File: src/rtl/bus_split_if.sv
// Handshake bundle for bus_split: packed input word on the upstream side,
// unpacked A/B fields plus delivered-word count on the downstream side.
interface bus_split_if #(
    parameter int CNT_W = 8
);
    logic             in_valid;
    logic             in_ready;
    logic [5:0]       Din;
    logic             X;
    logic             Y;
    logic             out_valid;
    logic             out_ready;
    logic [4:0]       A;
    logic [2:0]       B;
    logic [CNT_W-1:0] count;

    modport slave (
        input  in_valid, Din, X, Y, out_ready,
        output in_ready, out_valid, A, B, count
    );

    modport master (
        output in_valid, Din, X, Y, out_ready,
        input  in_ready, out_valid, A, B, count
    );
endinterface

File: src/rtl/bus_split.sv
// Two-entry FIFO that repacks {Din, X, Y} into A/B fields, with an
// occupancy FSM and a wrapping delivered-word counter.
//
// state | meaning
// EMPTY | no word stored, out_valid low
// ONE   | one word stored at rd_ptr
// TWO   | both entries full, in_ready low
module bus_split #(
    parameter int CNT_W = 8
) (
    input  logic      clk,
    input  logic      reset,
    bus_split_if.slave bus
);
    typedef enum logic [1:0] {
        EMPTY = 2'd0,
        ONE   = 2'd1,
        TWO   = 2'd2
    } state_t;

    state_t           state;
    logic [7:0]       mem [2];
    logic             wr_ptr;
    logic             rd_ptr;
    logic [CNT_W-1:0] count_q;
    logic             push;
    logic             pop;
    logic [7:0]       head;

    // Ready/valid decode from the state register only, so out_ready never
    // reaches in_ready combinationally.
    assign bus.in_ready  = (state != TWO);
    assign bus.out_valid = (state != EMPTY);

    assign push = bus.in_valid && bus.in_ready;
    assign pop  = bus.out_valid && bus.out_ready;

    assign head      = bus.out_valid ? mem[rd_ptr] : 8'h00;
    assign bus.A     = head[4:0];
    assign bus.B     = head[7:5];
    assign bus.count = count_q;

    always_ff @(posedge clk) begin
        if (reset) begin
            state   <= EMPTY;
            wr_ptr  <= 1'b0;
            rd_ptr  <= 1'b0;
            count_q <= '0;
            mem[0]  <= 8'h00;
            mem[1]  <= 8'h00;
        end else begin
            if (push) begin
                mem[wr_ptr] <= {bus.Din[5:3], bus.Y, bus.X, bus.Din[2:0]};
                wr_ptr      <= ~wr_ptr;
            end
            if (pop) begin
                rd_ptr  <= ~rd_ptr;
                count_q <= count_q + 1'b1;
            end
            unique case (state)
                EMPTY: if (push) state <= ONE;
                ONE: begin
                    if (push && !pop)      state <= TWO;
                    else if (pop && !push) state <= EMPTY;
                end
                TWO:   if (pop) state <= ONE;
                default: state <= EMPTY;
            endcase
        end
    end
endmodule

File: src/flat_wrapper.sv
// flat-port wrapper written by rule: the top's interface ports become plain ports
module bus_split_flat 
#(
    parameter int CNT_W = 8
)
  (clk, reset, bus_in_valid, bus_Din, bus_X, bus_Y, bus_out_ready, bus_in_ready, bus_out_valid, bus_A, bus_B, bus_count);
  bus_split_if #(.CNT_W(CNT_W)) bus_i ();
  input  logic clk;
  input  logic reset;
  input wire logic [$bits(bus_i.in_valid)-1:0] bus_in_valid;
  input wire logic [$bits(bus_i.Din)-1:0] bus_Din;
  input wire logic [$bits(bus_i.X)-1:0] bus_X;
  input wire logic [$bits(bus_i.Y)-1:0] bus_Y;
  input wire logic [$bits(bus_i.out_ready)-1:0] bus_out_ready;
  output wire logic [$bits(bus_i.in_ready)-1:0] bus_in_ready;
  output wire logic [$bits(bus_i.out_valid)-1:0] bus_out_valid;
  output wire logic [$bits(bus_i.A)-1:0] bus_A;
  output wire logic [$bits(bus_i.B)-1:0] bus_B;
  output wire logic [$bits(bus_i.count)-1:0] bus_count;
  assign bus_i.in_valid = bus_in_valid;
  assign bus_i.Din = bus_Din;
  assign bus_i.X = bus_X;
  assign bus_i.Y = bus_Y;
  assign bus_i.out_ready = bus_out_ready;
  assign bus_in_ready = bus_i.in_ready;
  assign bus_out_valid = bus_i.out_valid;
  assign bus_A = bus_i.A;
  assign bus_B = bus_i.B;
  assign bus_count = bus_i.count;
  bus_split #(.CNT_W(CNT_W)) u_core (.clk(clk), .reset(reset), .bus(bus_i));
endmodule
File: config.mk
export PLATFORM = sky130hd
export DESIGN_NAME = bus_split_flat
export DESIGN_NICKNAME = d
export VERILOG_FILES = /design/src/rtl/bus_split_if.sv /design/src/rtl/bus_split.sv /design/src/flat_wrapper.sv
export SDC_FILE = /design/constraint.sdc
export NUM_CORES = 1
export LEC_CHECK = 0
export ABC_AREA = 0
export CAP_MARGIN = 5
export CORE_ASPECT_RATIO = 0.75
export CORE_MARGIN = 2
export CORE_UTILIZATION = 50
export CTS_CLUSTER_SIZE = 12
export DETAILED_ROUTE_END_ITERATION = 7
export GPL_ROUTABILITY_DRIVEN = 0
export PLACE_DENSITY = 0.79
export SETUP_SLACK_MARGIN = 0.5
export SKIP_LAST_GASP = 1
export SYNTH_ARGS = -nofsm -noshare
export SYNTH_HDL_FRONTEND = slang
export SYNTH_SLANG_ARGS = --single-unit
File: constraint.sdc
create_clock -name clk -period 4.5 [get_ports clk]
set_input_delay 1.125 -clock clk [delete_from_list [all_inputs] [get_ports clk]]
set_output_delay 1.125 -clock clk [all_outputs]
set_load 0.005 [all_outputs]
### Word level (Yosys, flattened, before mapping)

Memory sizes are Yosys's and may differ from the RTL's. A register that Yosys moved wholly into a read port is not among the register bits.
Cells that the tools add are included.

* add/subtract/negate cells: 1
* multipliers: 0
* divide/modulo/power cells: 0
* $lt $le $gt $ge: 0
* equality and inequality tests: 6
* shifts and indexed selects: 0
* multiplexer cells: 16
* bitwise gates (word level): 2
* reductions and logical operators: 10

Operators with widths (count)
* $mux 8: 2
* $mux 1: 9
* $add 8x1->8 const B: 1
* $mux 2: 4
* $reduce_or 8->1: 1
* $pmux 2 s3: 1
* $logic_and 1x1->1: 4
* $ne 2x1->1 const B: 2
* $ne 3x1->1 const B: 1
* $reduce_and 3->1: 1
* $eq 2x1->1 const B: 1
* $eq 2x2->1 const B: 1
* $logic_not 1->1: 2
* $logic_not 2->1: 1
* $ne 2x2->1 const B: 1
* $not 1->1: 2
* $reduce_bool 2->1: 1

* register bits: 12
* bits in latches: 0
* memory bits (writable): 16
* memory bits (read-only): 0
* bits of input ports: 12
* output and inout port bits: 18
* logic and storage cells: 40
* memories kept: 1

Memories
* u_core.mem: depth 2, width 8, rd ports 1, clocked after Yosys merged registers in 1, write ports 2, RTL line bus_split.sv:22 `logic [7:0] mem [2];`

### Longest topological paths before layout

* depth after elaboration: 7
* gate-level depth with buffers: 5
* gate-level depth less buffers: 4

### Least setup slack after synthesis

No wires, ideal clock.

* path type: input port to flip-flop
* start point: in bus_in_valid
* end point: mem u_core.mem[1][0] (enable)
* library setup time: 0.271 ns
* arrival: 1.784 ns
* required time: 4.229 ns
* setup slack: 2.445 ns
* stages on the path: 3
* path buffers: 1
* cells stage by stage: and4b_1 > clkbuf_1 > or2_2

RTL lines
* start, declared: RTL line flat_wrapper.sv:10 `input wire logic [$bits(bus_i.in_valid)-1:0] bus_in_valid;`
* end, declared: RTL line bus_split.sv:22

### Worst setup path in the final report

* start point: reg u_core.state[1]
* end point: out bus_B[1]

* word-level cells in the longest chain between the ends: 2

RTL lines
* start, declared: RTL line bus_split.sv:21 `state_t state;`
* start signal, assigned: RTL line bus_split.sv:45 `state <= EMPTY;`
* start signal, assigned: RTL line bus_split.sv:61 `EMPTY: if (push) state <= ONE;`
* start signal, assigned: RTL line bus_split.sv:63 `if (push && !pop) state <= TWO;`
* $reduce_bool 2->1: RTL line bus_split.sv:33 `assign bus.out_valid = (state != EMPTY);`
* $mux 8: RTL line bus_split.sv:38 `assign head = bus.out_valid ? mem[rd_ptr] : 8'h00;`
* end, declared: RTL line flat_wrapper.sv:18 `output wire logic [$bits(bus_i.B)-1:0] bus_B;`

Every way passes these cells.

==> impl_metrics.toml <==
[worst_hold_path]
worstHoldPathType = "flip-flop to flip-flop"

[timing]
final-hold-violation-count = 0
fin_ws_ns = 1.55
tightest_slew_ns = 0.609
finalClockSkew_ns = 0.00920
final.min_clock_period_ns = 2.95
clock.fmax_mhz = 339
finalCritPeriodShare = 0.655
fin_tns_setup_ns = 0
holdWs_ns = 0.520
rsz0062_at_grt = "false"
setup_violations = 0
slew_violations = 0
max_slew_margin = 0.593

[routing]
vias = 954
wirelength_um = 2350
ant_nets = 0
first_pass_iters = 4
viasPerCell = 5.13
drtIter0Drc = 22
avgRoutedWirePerCell_um = 12.6
drc = 0

[run]
maxCapViolCount = 0

[layout]
antenna-diode-count = 0
final_area_um2 = 1700
areaGrowthSynthToFinish_pct = 26.5
drive_above_1_share = 0.100
layout.nets = 162
final_common_cell = "clkdlybuf4s50_1"
most-common-layout-cells = "clkdlybuf4s50_1, nor2_1, and2_1, edfxtp_1, dfxtp_1"

[clock_tree]
cts_hold_buf = 0
cts_tree = "done"
clockBufferDepth = 2
htree_num_levels = 2
cts_resized = 0
clkSinkCount = 29
cts_setup_buffers = 0
cts_buffers = 5
clk_latency_ns = 0.31
root_buffer = "clkbuf_4"
clk_pin_slew_worst_paths_ns = 0.08

[pwr]
power_uw = 523
power.density_nw_per_um2 = 308
p_leak_uw = 0.000638
vdd.ir_drop.worst_mv = 0.191

[global_route]
use_met2 = 0.271
antenna_found_initial = 0
grt_first_pass_wirelength_um = 4100
grt_pass1_vias = 909
grt_max_degree = 21
grt_util_met1 = 0.218
globalRouteOverflowTotal = 0
top_usage_layer = "met2"
grt_util_met3 = 0.0600
track_usage = 0.176

[logic_synthesis]
ys_seq_elements = 29
syn-num-nets = 132
mappedNetlistArea_um2 = 1340
synthArstFlopShare = 0
yosysWarnings = 0
syn_inst = 119
synth_cell_types = 32
ys_seq_area_frac = 0.552
synth-main-ff-cell = "edfxtp_1"
synth.avg_cell_area_um2 = 11.3
synth_edf_count = 16

[placed_design]
dp_slack_ns = 1.50
place_area_um2 = 1640
place.detailed.hpwl_um = 1720
io_buffers = 29

[floorplan]
io_pins = 30
initial_core_util = 0.519
die_x_um = 63.8
die_area_um2 = 3120
fp.dieH_um = 48.9
fp-row-count = 16
core_area_um2 = 2580

[critical_path]
critPathKind = "flip-flop to primary output"
cp-start-kind = "flip-flop"
worstPathRequired_ns = 3.38
cp_max_fo = 9
crit_path_end_kind = "primary output"
crit_arrival_ns = 1.82

[outcome]
status = "finished clean"
-- cell usage after synthesis (all sizes together), types with 2 or more instances --
cell,count,area share
a21oi,5,0.019
and2,16,0.075
buf,3,0.021
clkbuf,3,0.0084
dfxtp,13,0.19
edfxtp,16,0.36
mux2,2,0.017
mux2i,10,0.075
nand2,3,0.0084
nand2b,3,0.020
nand3b,2,0.011
nand4,2,0.0093
nor2,18,0.050
nor2b,2,0.0093
o21ai,3,0.011
or3,2,0.0093
xor2,3,0.020
-- where the power goes --
group | total [µW] | switching (µW) | internal [µW] | leakage [µW]
Combinational | 63.2 | 26.5 | 36.7 | 0.000330
Clock | 155 | 77.8 | 77.0 | 0.0000326
Sequential | 305 | 10.2 | 295 | 0.000275
-- metal layers --
metal / part of all wire / routed length, µm / up-vias
li1: - / - / 477
met1: 0.45 / 1050 / 448
met2: 0.49 / 1150 / 22
met3: 0.040 / 94 / 7
met4: 0.023 / 54 / 0
met5: 0 / 0 / -
-- state kept, by name, indices dropped and copies added (netlist names), named ones only --
name / flops
u_core.mem: 16
u_core.wr_ptr: 1
u_core.bus.count: 8
u_core.rd_ptr: 1
u_core.state: 2
-- worst max-delay path, stage by stage (launching register included) --
cell,delay [ns]
dfxtp_1,0.41
nor2_1,0.51
nor2_1,0.12
clkdlybuf4s50_1,0.48
-- worst paths after layout --
check        slack (ns)             from  cells past startpoint          endpoint
max                1.55  u_core.state[1]                      3          bus_B[1]
min reg2reg        0.52    u_core.rd_ptr                      2     u_core.rd_ptr
max reg2reg        2.93  u_core.state[0]                      3  u_core.mem[1][1]
min                0.52    u_core.rd_ptr                      2     u_core.rd_ptr
-- final cells by class --
| cell class | count | area, µm² |
|---|---|---|
| clock buffers | 8 | 58.8 |
| fillers | 196 | 886 |
| inverters | 1 | 3.75 |
| multi-input cells | 83 | 558 |
| flip-flops and latches | 29 | 741 |
| well taps | 36 | 45.0 |
| repair buffers | 29 | 290 |
-- kinds of logic after synthesis --
| family | share of synthesized area |
|---|---|
| AND/OR/NAND/NOR | 0.225 |
| flip-flops | 0.552 |
| AO/OA/AOI/OAI | 0.0709 |
| multiplexers | 0.0914 |
| buffers and inverters | 0.0317 |
| XOR/XNOR | 0.0196 |
| adder cells (fa/ha/maj) | 0.00933 |
-- per-stage QoR --
step / cells / utilization
after detailed placement: 178 / 0.634
after global routing: 186 / 0.657
after floorplan: 119 / -
after CTS: 186 / 0.657
final: 186 / 0.657
after global placement: 178 / 0.634
(Power assumes the default switching activity.)
